File: config.mk
export PLATFORM = sky130hd
export DESIGN_NAME = systolic_ctrl_flat
export DESIGN_NICKNAME = d
export VERILOG_FILES = /design/src/rtl/systolic_pkg.sv /design/src/rtl/systolic_ctrl_if.sv /design/src/rtl/systolic_stream_gen.sv /design/src/rtl/systolic_ctrl.sv /design/src/flat_wrapper.sv
export SDC_FILE = /design/constraint.sdc
export NUM_CORES = 1
export LEC_CHECK = 0
export BUFFER_PORTS_ARGS = -buffer_cell sky130_fd_sc_hd__buf_2
export CELL_PAD_IN_SITES_DETAIL_PLACEMENT = 0
export CELL_PAD_IN_SITES_GLOBAL_PLACEMENT = 1
export CORE_MARGIN = 2
export CORE_UTILIZATION = 42
export DETAILED_ROUTE_END_ITERATION = 16
export MAX_ROUTING_LAYER = met4
export PLACE_DENSITY_LB_ADDON = 0.12
export SETUP_SLACK_MARGIN = 0.5
export SYNTH_ARGS = -nofsm -noshare
export SYNTH_HDL_FRONTEND = slang
export SYNTH_HIERARCHICAL = 1
export SYNTH_SLANG_ARGS = --single-unit
export TNS_END_PERCENT = 100
File: constraint.sdc
create_clock -name clk -period 2.7 [get_ports clk]
set_input_delay 0.54 -clock clk [delete_from_list [all_inputs] [get_ports clk]]
set_output_delay 0.54 -clock clk [all_outputs]
set_load 0.05 [all_outputs]
File: src/rtl/systolic_pkg.sv
`default_nettype none
// ============================================================================
// Module      : systolic_pkg
// Description : Shared constants, state encoding and tile-length helper for
//               the 4x4 systolic matrix-multiply sequencer and its neighbours.
// Revision    : 1.0 - initial release
// ============================================================================
package systolic_pkg;

    localparam int DIM          = 4;
    localparam int SKEW         = 2 * (DIM - 1);
    localparam int MAX_INST     = 8;
    localparam int TILE_ENTRIES = 16;

    typedef logic [2:0] state_t;

    localparam state_t c_ST_IDLE   = 3'd0;
    localparam state_t c_ST_FETCH  = 3'd1;
    localparam state_t c_ST_DECODE = 3'd2;
    localparam state_t c_ST_CLEAR  = 3'd3;
    localparam state_t c_ST_STREAM = 3'd4;
    localparam state_t c_ST_FLUSH  = 3'd5;
    localparam state_t c_ST_DRAIN  = 3'd6;
    localparam state_t c_ST_DONE   = 3'd7;

    // Number of operand columns streamed for one tile: inner dimension plus
    // skew padding, plus the separator column that precedes every tile but
    // the first in the operand layout.
    function automatic logic [4:0] tile_cols(input logic [3:0] l,
                                             input logic [4:0] skew,
                                             input logic       not_first);
        return 5'(l) + skew + 5'(not_first);
    endfunction

endpackage
`default_nettype wire

File: src/rtl/systolic_ctrl_if.sv
`default_nettype none
// ============================================================================
// Module      : systolic_ctrl_if
// Description : Host handshake plus instruction / operand / result memory
//               and array control bundle of the systolic sequencer.
//               master : sequencer side (drives addresses and enables)
//               slave  : host / memories / array side
// Revision    : 1.0 - initial release
// ============================================================================
interface systolic_ctrl_if #(
    parameter int COL_W = 8,
    parameter int OUT_W = 7
);
    logic             ap_start;
    logic             ap_done;
    logic             busy;
    logic [2:0]       addrI;
    logic [3:0]       dataI;
    logic [COL_W-1:0] mem_col;
    logic             mem_rd;
    logic             pe_clear;
    logic             pe_en;
    logic [3:0]       drain_idx;
    logic [OUT_W-1:0] addrO;
    logic             out_we;
    logic [3:0]       currInstruction;

    modport master (
        input  ap_start, dataI,
        output ap_done, busy, addrI, mem_col, mem_rd, pe_clear, pe_en,
               drain_idx, addrO, out_we, currInstruction
    );

    modport slave (
        output ap_start, dataI,
        input  ap_done, busy, addrI, mem_col, mem_rd, pe_clear, pe_en,
               drain_idx, addrO, out_we, currInstruction
    );
endinterface
`default_nettype wire

File: src/rtl/systolic_stream_gen.sv
`default_nettype none
// ============================================================================
// Module      : systolic_stream_gen
// Description : Shared column/entry counter for the STREAM and DRAIN phases,
//               and the one-cycle read-enable to array-enable delay that
//               lines pe_en up with operand data returning from memory.
//   clk, rst  : clock, asynchronous active-high reset
//   i_step    : count this cycle (counter returns to 0 whenever low)
//   i_rd      : operand read issued this cycle
//   o_cnt     : current count, 0 on the first stepping cycle
//   o_pe_en   : i_rd delayed by one cycle
// Revision    : 1.0 - initial release
// ============================================================================
module systolic_stream_gen #(
    parameter int CNT_W = 5
) (
    input  wire logic             clk,
    input  wire logic             rst,
    input  wire logic             i_step,
    input  wire logic             i_rd,
    output logic      [CNT_W-1:0] o_cnt,
    output logic                  o_pe_en
);
    import systolic_pkg::*;

    logic [CNT_W-1:0] r_cnt;
    logic             r_pe_en;

    // Self-clearing: any non-counting cycle (CLEAR, FLUSH, FETCH...) rewinds
    // the counter so the next phase always starts at 0.
    always_ff @(posedge clk or posedge rst) begin
        if (rst) begin
            r_cnt   <= '0;
            r_pe_en <= 1'b0;
        end else begin
            r_cnt   <= i_step ? r_cnt + CNT_W'(1) : '0;
            r_pe_en <= i_rd;
        end
    end

    assign o_cnt   = r_cnt;
    assign o_pe_en = r_pe_en;

endmodule
`default_nettype wire

File: src/rtl/systolic_ctrl.sv
`default_nettype none
// ============================================================================
// Module      : systolic_ctrl
// Description : Sequencer for the 4x4 systolic matrix-multiply datapath.
//               Walks the instruction memory; for every nonzero entry it
//               clears the array, streams the skewed operand columns, and
//               drains the 16 accumulators into the result memory.
//   clk       : rising-edge clock
//   rst       : asynchronous active-high reset
//   bus       : systolic_ctrl_if.master - host handshake (ap_start/ap_done/
//               busy), instruction read (addrI/dataI), operand read
//               (mem_col/mem_rd), array control (pe_clear/pe_en/drain_idx),
//               result write (addrO/out_we) and currInstruction
// Revision    : 1.0 - initial release
// ============================================================================
module systolic_ctrl #(
    parameter int DIM      = systolic_pkg::DIM,
    parameter int MAX_INST = systolic_pkg::MAX_INST,
    parameter int COL_W    = 8,
    parameter int OUT_W    = 7
) (
    input  wire logic       clk,
    input  wire logic       rst,
    systolic_ctrl_if.master bus
);
    import systolic_pkg::*;

    localparam logic [4:0] c_SKEW       = 5'(2 * (DIM - 1));
    localparam logic [3:0] c_K_END      = 4'(MAX_INST);
    localparam logic [4:0] c_DRAIN_LAST = 5'(TILE_ENTRIES - 1);

    state_t           r_state;
    logic [3:0]       r_k;
    logic [3:0]       r_l;
    logic [4:0]       r_s;
    logic [COL_W-1:0] r_base;

    logic [4:0]       w_cnt;
    logic             w_pe_en;
    logic             w_stream;
    logic             w_drain;
    logic [3:0]       w_k_next;

    assign w_stream = (r_state == c_ST_STREAM);
    assign w_drain  = (r_state == c_ST_DRAIN);
    assign w_k_next = r_k + 4'd1;

    systolic_stream_gen #(
        .CNT_W (5)
    ) u_stream_gen (
        .clk     (clk),
        .rst     (rst),
        .i_step  (w_stream | w_drain),
        .i_rd    (w_stream),
        .o_cnt   (w_cnt),
        .o_pe_en (w_pe_en)
    );

    always_ff @(posedge clk or posedge rst) begin
        if (rst) begin
            r_state <= c_ST_IDLE;
            r_k     <= '0;
            r_l     <= '0;
            r_s     <= '0;
            r_base  <= '0;
        end else begin
            case (r_state)
                c_ST_IDLE: begin
                    if (bus.ap_start) begin
                        r_k     <= '0;
                        r_base  <= '0;
                        r_state <= c_ST_FETCH;
                    end
                end
                c_ST_FETCH: begin
                    r_state <= c_ST_DECODE;
                end
                c_ST_DECODE: begin
                    r_l <= bus.dataI;
                    if (bus.dataI == 4'd0) begin
                        r_state <= c_ST_DONE;
                    end else begin
                        r_s     <= tile_cols(bus.dataI, c_SKEW, r_k != 4'd0);
                        r_state <= c_ST_CLEAR;
                    end
                end
                c_ST_CLEAR: begin
                    r_state <= c_ST_STREAM;
                end
                c_ST_STREAM: begin
                    if (w_cnt == r_s - 5'd1) begin
                        r_state <= c_ST_FLUSH;
                    end
                end
                c_ST_FLUSH: begin
                    // Next tile's columns start right after this tile's.
                    r_base  <= r_base + COL_W'(r_s);
                    r_state <= c_ST_DRAIN;
                end
                c_ST_DRAIN: begin
                    if (w_cnt == c_DRAIN_LAST) begin
                        r_k <= w_k_next;
                        // Full program: skip the fetch of a ninth entry.
                        r_state <= (w_k_next == c_K_END) ? c_ST_DONE : c_ST_FETCH;
                    end
                end
                c_ST_DONE: begin
                    r_state <= c_ST_IDLE;
                end
                default: begin
                    r_state <= c_ST_IDLE;
                end
            endcase
            // currInstruction reads 0 from the DONE cycle onwards.
            if ((r_state == c_ST_DRAIN) && (w_cnt == c_DRAIN_LAST) &&
                (w_k_next == c_K_END)) begin
                r_l <= '0;
            end
        end
    end

    // Outputs are decoded from registered state only; address buses are
    // forced to 0 outside their active phase.
    assign bus.ap_done         = (r_state == c_ST_DONE);
    assign bus.busy            = (r_state != c_ST_IDLE);
    assign bus.addrI           = (r_state == c_ST_FETCH) ? r_k[2:0] : 3'd0;
    assign bus.mem_rd          = w_stream;
    assign bus.mem_col         = w_stream ? (r_base + COL_W'(w_cnt)) : '0;
    assign bus.pe_clear        = (r_state == c_ST_CLEAR);
    assign bus.pe_en           = w_pe_en;
    assign bus.drain_idx       = w_drain ? w_cnt[3:0] : 4'd0;
    assign bus.addrO           = w_drain ? (OUT_W'({r_k, 4'b0000}) + OUT_W'(w_cnt[3:0])) : '0;
    assign bus.out_we          = w_drain;
    assign bus.currInstruction = r_l;

endmodule
`default_nettype wire

File: src/flat_wrapper.sv
// flat-port wrapper written by rule: the top's interface ports become plain ports
module systolic_ctrl_flat import systolic_pkg::*;
#(
    parameter int DIM      = systolic_pkg::DIM,
    parameter int MAX_INST = systolic_pkg::MAX_INST,
    parameter int COL_W    = 8,
    parameter int OUT_W    = 7
)
  (clk, rst, bus_ap_start, bus_dataI, bus_ap_done, bus_busy, bus_addrI, bus_mem_col, bus_mem_rd, bus_pe_clear, bus_pe_en, bus_drain_idx, bus_addrO, bus_out_we, bus_currInstruction);
  systolic_ctrl_if #(.COL_W(COL_W), .OUT_W(OUT_W)) bus_i ();
  input  wire logic clk;
  input  wire logic rst;
  input wire logic [$bits(bus_i.ap_start)-1:0] bus_ap_start;
  input wire logic [$bits(bus_i.dataI)-1:0] bus_dataI;
  output wire logic [$bits(bus_i.ap_done)-1:0] bus_ap_done;
  output wire logic [$bits(bus_i.busy)-1:0] bus_busy;
  output wire logic [$bits(bus_i.addrI)-1:0] bus_addrI;
  output wire logic [$bits(bus_i.mem_col)-1:0] bus_mem_col;
  output wire logic [$bits(bus_i.mem_rd)-1:0] bus_mem_rd;
  output wire logic [$bits(bus_i.pe_clear)-1:0] bus_pe_clear;
  output wire logic [$bits(bus_i.pe_en)-1:0] bus_pe_en;
  output wire logic [$bits(bus_i.drain_idx)-1:0] bus_drain_idx;
  output wire logic [$bits(bus_i.addrO)-1:0] bus_addrO;
  output wire logic [$bits(bus_i.out_we)-1:0] bus_out_we;
  output wire logic [$bits(bus_i.currInstruction)-1:0] bus_currInstruction;
  assign bus_i.ap_start = bus_ap_start;
  assign bus_i.dataI = bus_dataI;
  assign bus_ap_done = bus_i.ap_done;
  assign bus_busy = bus_i.busy;
  assign bus_addrI = bus_i.addrI;
  assign bus_mem_col = bus_i.mem_col;
  assign bus_mem_rd = bus_i.mem_rd;
  assign bus_pe_clear = bus_i.pe_clear;
  assign bus_pe_en = bus_i.pe_en;
  assign bus_drain_idx = bus_i.drain_idx;
  assign bus_addrO = bus_i.addrO;
  assign bus_out_we = bus_i.out_we;
  assign bus_currInstruction = bus_i.currInstruction;
  systolic_ctrl #(.DIM(DIM), .MAX_INST(MAX_INST), .COL_W(COL_W), .OUT_W(OUT_W)) u_core (.clk(clk), .rst(rst), .bus(bus_i));
endmodule
==> flow_metrics.py <==
metrics = {
    "final_layout": {
        "final_core_area_utilization_pct": 59.6,
        "nFillCells": 491,
        "syn_to_final_growth_pct": 36.9,
        "final-instance-count-excl-fill": 384,
        "antennaDiodeCount": 0,
        "drive_above_1_share_pct": 35.0,
        "final_design_area_no_fill_sq_um": 3060,
        "design.final.nets": 338,
    },
    "global_routing": {
        "grt_util_all_layers_pct": 20.3,
        "grt_pass1_vias": 1926,
        "largest_net_degree_at_the_start_of_global_routing": 17,
        "global_route_wire_length_before_repair_mm": 9.36,
        "global_route.overflow_total": 0,
        "antenna_found_initial": 0,
    },
    "placed_design": {
        "place.gp.congestion": 0.796,
        "detailed_place.area_sq_um": 2620,
        "place_inst": 358,
        "dpl.hpwl_mm": 4.01,
        "count_of_buffers_inserted_at_the_top_level_ports": 38,
    },
    "timing": {
        "fin_worst_skew_ns": 0.00986,
        "layout_min_cycle_time_ns": 2.54,
        "maxSlewHeadroom_pct": 57.3,
        "final_period_util_pct": 94.2,
        "final_total_negative_setup_slack_ns": 0,
        "final-hold-violation-count": 0,
        "timing_worst_slew_pin_value_ns": 0.640,
        "maxClockFrequency_ghz": 0.393,
        "finalSetupViolations": 0,
        "rsz_0062_raised_after_global_routing": "true",
        "timing.final.max_slew_violations": 0,
    },
    "yosys": {
        "synthesis.instances": 254,
        "synthDistinctLibCells": 47,
        "post-synth-top-area-cell": "sky130_fd_sc_hd__dfrtp_1",
        "synth-edff-count": 0,
        "synthesis.nets": 279,
        "synth.yosys.seq_area_share_pct": 33.6,
        "synthFlopType": "sky130_fd_sc_hd__dfrtp_1",
        "share_of_the_synthesized_area_in_the_top_cell_type_pct": 33.6,
        "netlist_area_sq_um": 2240,
        "ys_top_cells_by_area": "sky130_fd_sc_hd__dfrtp_1 (34%), sky130_fd_sc_hd__ha_1 (8.9%), sky130_fd_sc_hd__nand2_1 (4.5%), sky130_fd_sc_hd__mux2i_1 (4.0%), sky130_fd_sc_hd__nor2_1 (3.7%)",
        "ys_warn_count": 6,
        "synth_seq_cells": 30,
        "syn_area_per_cell_sq_um": 8.81,
        "async_set_or_reset_register_ratio_after_synthesis_pct": 100,
    },
    "worst_setup_path": {
        "critical_path_s_slowest_cell": "sky130_fd_sc_hd__or4_4",
        "critical_path_peak_fanout": 3,
        "critPathCaptureType": "primary output",
        "cpLargestDelayFamily": "simple AND/OR/NAND/NOR gates",
        "worstSetupStartpointType": "register",
        "setup.worst_path.class": "reg -> out",
        "required_time_worst_endpoint_ns": 2.16,
        "worst_path_buffer_plus_inverter_count": 1,
        "crit_path_cell_trace": "ha_4 -> a211oi_2 -> nor2_2 -> or4_4 -> nand3_4 -> buf_8",
        "critical-path-max-stage-delay_ns": 0.50,
        "arrival_ns": 2.00,
    },
    "status": {
        "run_status": "completed",
    },
    "floorplan": {
        "die_h_um": 77.0,
        "dieWidth_um": 77.0,
        "rows": 26,
        "floorplan.initialDensity_pct": 43.5,
        "std_cell_core_area_sq_um": 5140,
        "boundaryPins": 39,
        "dieArea_sq_um": 5930,
    },
    "power": {
        "power.static_leakage_nw": 1.41,
        "power_density_nw_per_um2": 1210,
        "vdd.ir_drop.worst_v": 0.000628,
    },
    "route": {
        "ant_nets": 0,
        "post-route-drc-count": 0,
        "vias": 1996,
        "drt_pass1_iterations": 4,
        "routed_wl_mm": 5.66,
        "drt_first_iter_violations": 72,
        "wl_per_cell_um": 14.7,
        "viasPerCell": 5.20,
    },
    "clock_network": {
        "clk_path_buf_depth": 2,
        "cts_bufs_inserted": 5,
        "clk_latency_ns": 0.29,
        "clk_pin_slew_ns": 0.07,
        "cts_root_buf": "sky130_fd_sc_hd__clkbuf_8",
        "maximum_level_of_the_cts_h_tree": 2,
        "tritoncts": "done",
        "tritoncts_num_sinks": 30,
    },
    "run": {
        "cap_viol_max_count": 0,
    },
    "worst_hold_path": {
        "holdCritPathClass": "in -> async",
    },
}
## report_power, final
part           internal, mW  switching (mW)
sequential            0.634           0.215
clock                 0.301           0.187
combinational         0.991            1.39
## cells in the mapped netlist (all sizes together), types with 5 or more instances
cell     n
o31ai    5
and2    10
xnor2    7
dfrtp   30
nand2b   7
o211ai   6
nor3     6
nand2   27
nand3    8
xor2     8
o21ai   13
mux2i    9
inv     16
nor2    22
ha      16
buf      9
a211oi   6
## what timing repair did
| action | 4_1_cts | 5_1_grt |
|---|---|---|
| gates resized for setup | 26 | 39 |
| setup buffers | 9 | 8 |
| pin swaps | 11 | 9 |
| hold buffers | 0 | 0 |
| gates cloned | 1 | 0 |
| endpoints found under the setup margin | 19 | 20 |
## logic make-up (layout without fill, tap and decap cells)
| group | Yosys count | after routing | synth area share, % |
|---|---|---|---|
| buffers and inverters | 29 | 89 | 6.21 |
| adders and majority gates | 18 | 18 | 10.7 |
| AOI/OAI and AO/OA | 50 | 50 | 15.5 |
| and+or+nand+nor | 102 | 102 | 23.5 |
| muxes | 10 | 10 | 4.53 |
| xor gates and xnor gates | 15 | 15 | 5.87 |
| DFF | 30 | 30 | 33.6 |
## final timing paths
kind / slack [ns] / endpoint / cells past startpoint / from
max: 0.16 / bus_mem_col[5] / 6 / u_core/r_base[1]
min: 0.17 / u_core/u_stream_gen/o_cnt[2] / 2 / rst
max reg2reg: 0.72 / u_core/r_base[6] / 7 / u_core/r_base[0]
min reg2reg: 0.50 / u_core/r_base[7] / 1 / u_core/r_base[7]
max in group asynchronous: 1.76 / u_core/r_base[2] / 3 / rst
min in group clk: 0.50 / u_core/r_base[7] / 1 / u_core/r_base[7]
## layout make-up
class | instances | area, sq um | area share [%]
timing repair buffer | 64 | 514 | 16.8
multi-input combinational | 195 | 1510 | 49.4
timing repair inverter | 1 | 7.51 | 0.245
tap | 70 | 87.6 | 2.86
clock buffer | 7 | 86.3 | 2.82
inverter | 16 | 67.6 | 2.21
sequential | 30 | 757 | 24.7
clock inverter | 1 | 30.0 | 0.981
## placed cells by master, fill, tap and decap left out, drive strengths merged, types with 4 or more instances in the layout
cell	n
buf	64
dfrtp	30
nand2	27
nor2	22
ha	16
inv	14
o21ai	13
and2	10
mux2i	9
xor2	8
nand3	8
nand2b	7
clkbuf	7
xnor2	7
o211ai	6
nor3	6
a211oi	6
o31ai	5
a21o	4
and3	4
## worst register-to-register path: stages (launching register included)
cell	delay, ns
sky130_fd_sc_hd__dfrtp_1	0.42
sky130_fd_sc_hd__buf_4	0.15
sky130_fd_sc_hd__ha_1	0.21
sky130_fd_sc_hd__fa_1	0.44
sky130_fd_sc_hd__a211oi_1	0.23
sky130_fd_sc_hd__nor2_1	0.11
sky130_fd_sc_hd__o21a_1	0.18
sky130_fd_sc_hd__o211ai_1	0.16
## per-layer routing
metal / vias to the layer above / wire length (um) / GRT usage [%]
li1: 1008 / - / -
met4: 0 / 55 / 5.36
met3: 5 / 191 / 3.88
met2: 37 / 2820 / 34.6
met5: - / 0 / -
met1: 946 / 2590 / 24.7
## through the flow
| stage | worst slack (ns) | total power [mW] | hold slack (ns) |
|---|---|---|---|
| CTS | 0.114 | 3.53 | 0.169 |
| finish | 0.156 | 3.72 | 0.169 |
| floorplan | 0.381 | 2.43 | 0.331 |
| global placement | 0.273 | 2.85 | 0.481 |
| global route | 0.0973 | 3.98 | 0.184 |
| detailed placement | 0.242 | 2.86 | 0.486 |
## state kept, by name (all words and copies together), names as in the netlist
name,count
u_core/r_s,5
u_core/r_k,4
u_core/bus.currInstruction,4
u_core/u_stream_gen/o_pe_en,1
u_core/r_state,3
u_core/u_stream_gen/o_cnt,5
u_core/r_base,8
Note: power is estimated with default switching activity, not from simulation.
